<file path="src/rtl/sump_cmd_sequencer.sv">
// ---------------------------------------------------------------------------
// sump_cmd_sequencer
//
// Command front-end of the logic sniffer. Sits between the UART receiver /
// transmitter and the capture core.
//
//   * Parses the SUMP byte stream into short commands (bit7 = 0, one byte)
//     and long commands (bit7 = 1, opcode followed by four data bytes).
//   * Short commands become single-cycle control pulses:
//       0x00 -> cmd_reset, 0x01 -> cmd_arm, 0x02 -> ID reply, 0x04 -> cmd_meta.
//     Every other short opcode is ignored.
//   * Long commands become a register-write strobe (wr_strobe/wr_addr/wr_data).
//   * ID queries are answered locally with the 4-byte string "1ALS" through
//     the valid/ready transmitter handshake.
//   * A long command that stalls for TIMEOUT_CYCLES idle clocks is dropped
//     and frame_err pulses.
//
// Every command output is registered and appears exactly one clock after the
// rx_valid cycle of the command's final byte.
//
// Build option:
//   CMD_RESET_FILTER_EN  When defined, cmd_reset fires only on the 5th
//                        consecutive short 0x00; any other received byte
//                        restarts the run. When undefined, every short 0x00
//                        fires cmd_reset.
//
// Parameters:
//   TIMEOUT_CYCLES  idle clocks tolerated between bytes of a long command
//   TO_W            timeout counter width, 2**TO_W must exceed TIMEOUT_CYCLES
//
// Ports:
//   clock      in   system clock, rising edge
//   reset      in   synchronous active-high reset
//   rx_data    in   received byte, qualified by rx_valid
//   rx_valid   in   one-cycle strobe per received byte, no backpressure
//   tx_data    out  byte to transmit
//   tx_valid   out  tx_data valid, held until accepted
//   tx_ready   in   transmitter accepts when tx_valid && tx_ready
//   cmd_reset  out  pulse: reset capture core
//   cmd_arm    out  pulse: arm capture
//   cmd_meta   out  pulse: metadata request
//   wr_strobe  out  pulse: long-command register write
//   wr_addr    out  long opcode of the most recent write
//   wr_data    out  long data of the most recent write, first byte in [31:24]
//   frame_err  out  pulse: partial long command discarded on timeout
//   busy       out  long command being assembled or ID reply in progress
// ---------------------------------------------------------------------------
module sump_cmd_sequencer #(
    parameter int TIMEOUT_CYCLES = 1000000,
    parameter int TO_W           = 20
) (
    input  logic        clock,
    input  logic        reset,
    input  logic [7:0]  rx_data,
    input  logic        rx_valid,
    output logic [7:0]  tx_data,
    output logic        tx_valid,
    input  logic        tx_ready,
    output logic        cmd_reset,
    output logic        cmd_arm,
    output logic        cmd_meta,
    output logic        wr_strobe,
    output logic [7:0]  wr_addr,
    output logic [31:0] wr_data,
    output logic        frame_err,
    output logic        busy
);

    // Receive FSM states
    localparam logic [0:0] IDLE    = 1'b0;
    localparam logic [0:0] LONG    = 1'b1;

    // Transmit FSM states
    localparam logic [0:0] TX_IDLE = 1'b0;
    localparam logic [0:0] TX_SEND = 1'b1;

    // Last counter value before the timeout fires. The counter is cleared on
    // the edge that accepts a byte, so firing at TIMEOUT_CYCLES-1 puts
    // frame_err exactly TIMEOUT_CYCLES clocks after that byte's edge.
    localparam logic [TO_W-1:0] TO_LAST = TO_W'(TIMEOUT_CYCLES - 1);

    // Short opcodes
    localparam logic [7:0] OP_RESET = 8'h00;
    localparam logic [7:0] OP_ARM   = 8'h01;
    localparam logic [7:0] OP_ID    = 8'h02;
    localparam logic [7:0] OP_META  = 8'h04;

    logic [0:0]      rx_state;
    logic [0:0]      tx_state;
    logic [7:0]      long_op;    // opcode of the long command being assembled
    logic [23:0]     data_sr;    // first three data bytes; the 4th goes straight out
    logic [1:0]      byte_cnt;   // data bytes received so far in LONG
    logic [TO_W-1:0] to_cnt;
    logic [1:0]      tx_idx;     // index of the reply byte currently on tx_data

    // Short-command decode, valid only in the cycle the byte is presented
    logic short_hit;
    logic dec_reset;
    logic dec_arm;
    logic dec_meta;
    logic dec_id;
    logic reset_hit;             // dec_reset after the optional run filter

    // -----------------------------------------------------------------------
    // ID reply table
    // -----------------------------------------------------------------------
    // NOTE: the reply is a constant lookup, not storage, so there is nothing
    // here that needs a reset value; only tx_idx, which selects it, is reset.
    function automatic logic [7:0] id_byte(input logic [1:0] idx);
        case (idx)
            2'd0:    id_byte = 8'h31;   // '1'
            2'd1:    id_byte = 8'h41;   // 'A'
            2'd2:    id_byte = 8'h4C;   // 'L'
            default: id_byte = 8'h53;   // 'S'
        endcase
    endfunction

    // -----------------------------------------------------------------------
    // Short-command decode
    // -----------------------------------------------------------------------
    assign short_hit = rx_valid && (rx_state == IDLE) && !rx_data[7];

    // NOTE: every output of this block gets a default before the case, so
    // opcodes without an arm cannot leave a value held and infer a latch.
    always_comb begin
        dec_reset = 1'b0;
        dec_arm   = 1'b0;
        dec_meta  = 1'b0;
        dec_id    = 1'b0;
        if (short_hit) begin
            case (rx_data)
                OP_RESET: dec_reset = 1'b1;
                OP_ARM:   dec_arm   = 1'b1;
                OP_ID:    dec_id    = 1'b1;
                OP_META:  dec_meta  = 1'b1;
                default:  ;   // unknown short opcodes are dropped silently
            endcase
        end
    end

    // -----------------------------------------------------------------------
    // Optional cmd_reset run filter
    // -----------------------------------------------------------------------
`ifdef CMD_RESET_FILTER_EN
    // Count consecutive short 0x00 bytes. Only received bytes touch the
    // counter, so a long-command timeout leaves it untouched.
    logic [2:0] zero_run;

    always_ff @(posedge clock) begin
        if (reset) begin
            zero_run <= 3'd0;
        end else if (rx_valid) begin
            if (dec_reset) begin
                if (zero_run == 3'd4) begin
                    zero_run <= 3'd0;
                end else begin
                    zero_run <= zero_run + 3'd1;
                end
            end else begin
                zero_run <= 3'd0;
            end
        end
    end

    assign reset_hit = dec_reset && (zero_run == 3'd4);
`else
    assign reset_hit = dec_reset;
`endif

    // -----------------------------------------------------------------------
    // Receive FSM: short pulses, long-command assembly, timeout
    // -----------------------------------------------------------------------
    // NOTE: state is updated with non-blocking assignments so every register
    // in this block samples pre-edge values, regardless of statement order.
    always_ff @(posedge clock) begin
        if (reset) begin
            rx_state  <= IDLE;
            long_op   <= 8'h00;
            data_sr   <= 24'h0;
            byte_cnt  <= 2'd0;
            to_cnt    <= '0;
            cmd_reset <= 1'b0;
            cmd_arm   <= 1'b0;
            cmd_meta  <= 1'b0;
            wr_strobe <= 1'b0;
            wr_addr   <= 8'h00;
            wr_data   <= 32'h0;
            frame_err <= 1'b0;
        end else begin
            // Pulses default low and are raised for exactly one cycle below.
            cmd_reset <= reset_hit;
            cmd_arm   <= dec_arm;
            cmd_meta  <= dec_meta;
            wr_strobe <= 1'b0;
            frame_err <= 1'b0;

            case (rx_state)
                IDLE: begin
                    if (rx_valid && rx_data[7]) begin
                        long_op  <= rx_data;
                        data_sr  <= 24'h0;
                        byte_cnt <= 2'd0;
                        to_cnt   <= '0;
                        rx_state <= LONG;
                    end
                end

                LONG: begin
                    // A byte arriving on the timeout cycle is checked first,
                    // so it is accepted and the timeout never fires.
                    if (rx_valid) begin
                        data_sr  <= {data_sr[15:0], rx_data};
                        byte_cnt <= byte_cnt + 2'd1;
                        to_cnt   <= '0;
                        if (byte_cnt == 2'd3) begin
                            wr_strobe <= 1'b1;
                            wr_addr   <= long_op;
                            wr_data   <= {data_sr, rx_data};
                            rx_state  <= IDLE;
                        end
                    end else if (to_cnt == TO_LAST) begin
                        frame_err <= 1'b1;
                        to_cnt    <= '0;
                        rx_state  <= IDLE;
                    end else begin
                        to_cnt <= to_cnt + 1'b1;
                    end
                end

                default: rx_state <= IDLE;
            endcase
        end
    end

    // -----------------------------------------------------------------------
    // Transmit FSM: ID reply over the valid/ready handshake
    // -----------------------------------------------------------------------
    // A query arriving while a reply is in flight is dropped, not queued.
    always_ff @(posedge clock) begin
        if (reset) begin
            tx_state <= TX_IDLE;
            tx_valid <= 1'b0;
            tx_data  <= 8'h00;
            tx_idx   <= 2'd0;
        end else begin
            case (tx_state)
                TX_IDLE: begin
                    if (dec_id) begin
                        tx_state <= TX_SEND;
                        tx_valid <= 1'b1;
                        tx_data  <= id_byte(2'd0);
                        tx_idx   <= 2'd0;
                    end
                end

                TX_SEND: begin
                    if (tx_valid && tx_ready) begin
                        if (tx_idx == 2'd3) begin
                            tx_valid <= 1'b0;
                            tx_idx   <= 2'd0;
                            tx_state <= TX_IDLE;
                        end else begin
                            tx_idx  <= tx_idx + 2'd1;
                            tx_data <= id_byte(tx_idx + 2'd1);
                        end
                    end
                end

                default: tx_state <= TX_IDLE;
            endcase
        end
    end

    assign busy = (rx_state != IDLE) || (tx_state != TX_IDLE);

endmodule

</file>
<file path="config.mk">
export PLATFORM = sky130hd
export DESIGN_NAME = sump_cmd_sequencer
export DESIGN_NICKNAME = d
export VERILOG_FILES = /design/src/rtl/sump_cmd_sequencer.sv
export SDC_FILE = /design/constraint.sdc
export NUM_CORES = 1
export LEC_CHECK = 0
export ABC_AREA = 1
export CAP_MARGIN = 20
export CORE_MARGIN = 5
export CORE_UTILIZATION = 54
export DETAILED_ROUTE_END_ITERATION = 10
export PLACE_DENSITY = 0.79
export SLEW_MARGIN = 40
export SYNTH_ARGS = -nofsm -noshare
export SYNTH_HDL_FRONTEND = slang
export SYNTH_SLANG_ARGS = --single-unit
</file>
<file path="constraint.sdc">
create_clock -name clock -period 1.6 [get_ports clock]
set_input_delay 0.32 -clock clock [delete_from_list [all_inputs] [get_ports clock]]
set_output_delay 0.32 -clock clock [all_outputs]
set_load 0.03 [all_outputs]
</file>
==> impl_metrics.json <==
{
  "run_status": "complete, no violations",
  "crit_required_ns": 1.89,
  "mappedNetlistArea_um2": 4550,
  "detailroute.via_count": 4435,
  "netlist-cell-type-count": 35,
  "cp_slowest_cell": "sky130_fd_sc_hd__dfxtp_1",
  "route.detailed.vias_per_inst": 5.39,
  "final_core_util_pct": 71.4,
  "fp.dieW_um": 102,
  "worst_path_cell_trace": "ha_1 -> nand3_1 -> nor2_4 -> nand3_1 -> nand2_1 -> inv_2 -> nand2_1 -> a21oi_1",
  "wirelength_met1_um": 5020,
  "crit_type": "flop to flop",
  "wl_met2_um": 5920,
  "final.setup_skew_ns": 0.0186,
  "design.portCount": 67,
  "crit_family": "simple AND/OR/NAND/NOR gates",
  "count_of_mapped_cells_out_of_synthesis": 608,
  "min_period_ns": 1.52,
  "clockBufferDepth": 2,
  "net_total_in_the_final_layout": 730,
  "crit_end": "to_cnt[6]",
  "layout_commonest_cell": "sky130_fd_sc_hd__nand2_1",
  "critical_path_cell_count": 8,
  "postSynthNetCount": 625,
  "io_buffer_count": 65,
  "clk_pin_slew_worst_paths_ns": 0.12,
  "instances_no_fill": 823,
  "power.leakage_uw": 0.00277,
  "finalHoldViolations": 0,
  "tritoncts": "yes",
  "rr_startpoint": "to_cnt[0]",
  "core-area_um2": 8220,
  "rsz0062_at_grt": "true",
  "filler_cell_count": 671,
  "h_tree_depth": 3,
  "cp_data_arrival_time_ns": 1.81,
  "critPathMaxStageDelay_ns": 0.33,
  "cts.sinks": 110,
  "clk_latency_ns": 0.38,
  "grt_max_degree": 37,
  "floorplan.die.height_um": 102,
  "cts_root_buf": "sky130_fd_sc_hd__clkbuf_8",
  "crit-reg2reg-capture": "to_cnt[6]",
  "grt_first_pass_wirelength_um": 19600,
  "totalNegativeSetupSlack_ns": 0,
  "drv_slew": 0,
  "post_cts_hold_buffer_count": 0,
  "floorplan.initialDensity_pct": 55.3,
  "period_share_pct": 94.9,
  "timing.reg2reg.worst_path_depth": 8,
  "dr.max_layer_used": "met4",
  "crit_start": "to_cnt[0]",
  "dp_hpwl_um": 8440,
  "synth_warnings": 0,
  "max_cap_viol_count": 0,
  "total_power_uw": 5010,
  "final_layout_size_suffix_gt1_share_pct": 13.4,
  "setup_slack_ns": 0.0816,
  "grt_pass1_vias": 4301,
  "path_max_fanout": 10,
  "floorplan.die_area_um2": 10400,
  "synth-seq-cells": 110,
  "dp_worst_setup_slack_ns": -0.232,
  "syn-mean-instance-area_um2": 7.48,
  "dr.pass1.iters": 5,
  "synth_sequential_area_ratio_pct": 48.4,
  "met3_length_um": 482,
  "area.growth.synth_to_final_pct": 29.1,
  "critPathLaunchType": "flop",
  "grt_use_total_pct": 23.5,
  "critical_path_buffers_and_inverters": 1,
  "place_inst": 805,
  "final_setup_violation_count": 0,
  "layout_common_cells": "sky130_fd_sc_hd__nand2_1, sky130_fd_sc_hd__dfxtp_1, sky130_fd_sc_hd__nor2_1",
  "grt_antenna_before_repair": 0,
  "peakVddDrop_mv": 0.509,
  "routedWlPerCell_um": 14.1,
  "power_density_nw_per_um2": 853,
  "cts_made_buffers": 9,
  "regToRegSetupSlack_ns": 0.08,
  "fmax_mhz": 659,
  "totalWireLength_um": 11600,
  "route.antenna.remaining_nets": 0,
  "gp_congestion": 0.882,
  "rows": 33,
  "endpoint_kind": "flop",
  "drcViolationCount": 0,
  "antenna_cells_inserted": 0,
  "grt-ovfl-total": 0,
  "hold_path_class": "flop to flop",
  "starting_drc_count_in_detailed_routing": 289
}
-- repair_timing --
item / CTS / global route
pin swaps: 0 / 1
gates resized for setup: 53 / 8
buffers inserted: 0 / 2
gates cloned: 0 / 0
endpoints found under the setup margin: 53 / 15
-- kinds of logic (layout without fill, tap and decap cells) --
kind of cell               Yosys count  after routing  synth area share, %
AOI/OAI and AO/OA                  104            104                 11.6
xor gates and xnor gates             5              5                0.963
adders and majority gates            5              5                 1.38
buffers and inverters               78            188                 7.43
DFF                                110            110                 48.4
other                                1              1               0.0825
and+or+nand+nor                    305            305                 30.1
-- final cells by class --
type / count / area [um^2] / share of cell area [%]
clock buffer: 9 / 124 / 2.11
clock inverter: 7 / 90.1 / 1.53
multi-input combinational: 420 / 2020 / 34.5
inverter: 51 / 194 / 3.30
tap: 105 / 131 / 2.24
timing repair buffer: 121 / 1100 / 18.8
sequential: 110 / 2210 / 37.6
-- worst min path at each step --
stage / cells past startpoint / endpoint / slack, ns / startpoint
2_1_floorplan: 1 / cmd_meta / 0.40 / rx_data[0]
3_3_place_gp: 2 / tx_data[5] / 0.44 / tx_data[5]
3_5_place_dp: 2 / tx_data[4] / 0.44 / tx_data[4]
4_1_cts: 2 / tx_data[4] / 0.45 / tx_data[4]
5_1_grt: 2 / tx_data[6] / 0.48 / tx_data[6]
6_report: 2 / tx_data[4] / 0.45 / tx_data[4]
-- metrics by stage --
stage	cell area (um^2)	hold WS, ns
after floorplan	4550	0.396
after global placement	5690	0.437
after detailed placement	5690	0.440
after CTS	5830	0.454
after global routing	5870	0.478
final	5870	0.454
-- cells in the mapped netlist, drive strengths merged --
cell type	number	area share, %
clkbuf	15	1.3
dfxtp	110	48
nor3	6	0.77
nor4	2	0.28
nand4	12	1.7
xor2	4	0.77
conb	1	0.082
a31oi	1	0.14
nand3	64	7.2
buf	12	1.9
a211oi	1	0.17
nor2	73	7.5
xnor2	1	0.19
inv	49	4.1
a21oi	59	6.5
o21bai	2	0.33
or2	1	0.14
clkinv	2	0.17
nand2	146	12
nand3b	1	0.17
ha	5	1.4
o21ai	41	4.5
-- state kept, by name, summed over array words and instances (netlist names), 2 cells and up --
| signal | count |
|---|---|
| tx_idx | 2 |
| long_op | 8 |
| tx_data | 6 |
| wr_data | 32 |
| byte_cnt | 2 |
| to_cnt | 20 |
| data_sr | 24 |
| wr_addr | 8 |
-- worst register-to-register path, stage by stage, from the launching register on --
cell and delay (ns):
sky130_fd_sc_hd__dfxtp_1 0.33, sky130_fd_sc_hd__ha_1 0.21, sky130_fd_sc_hd__nand3_1 0.13, sky130_fd_sc_hd__nor2_4 0.06
sky130_fd_sc_hd__nand3_1 0.12, sky130_fd_sc_hd__nand2_1 0.14, sky130_fd_sc_hd__inv_2 0.21, sky130_fd_sc_hd__nand2_1 0.11
sky130_fd_sc_hd__a21oi_1 0.15
-- per-layer routing --
layer / vias up / GRT usage (%)
li1: 2189 / -
met1: 2104 / 28.7
met2: 123 / 42.0
met3: 19 / 4.13
met4: 0 / 7.26
met5: - / 0
-- power by group --
| part | total, uW | internal, uW | switching [uW] |
|---|---|---|---|
| Sequential | 2800 | 2780 | 25.1 |
| Combinational | 432 | 173 | 259 |
| Clock | 1770 | 762 | 1010 |
| Total | 5010 | 3710 | 1290 |
(Power assumes the default switching activity.)
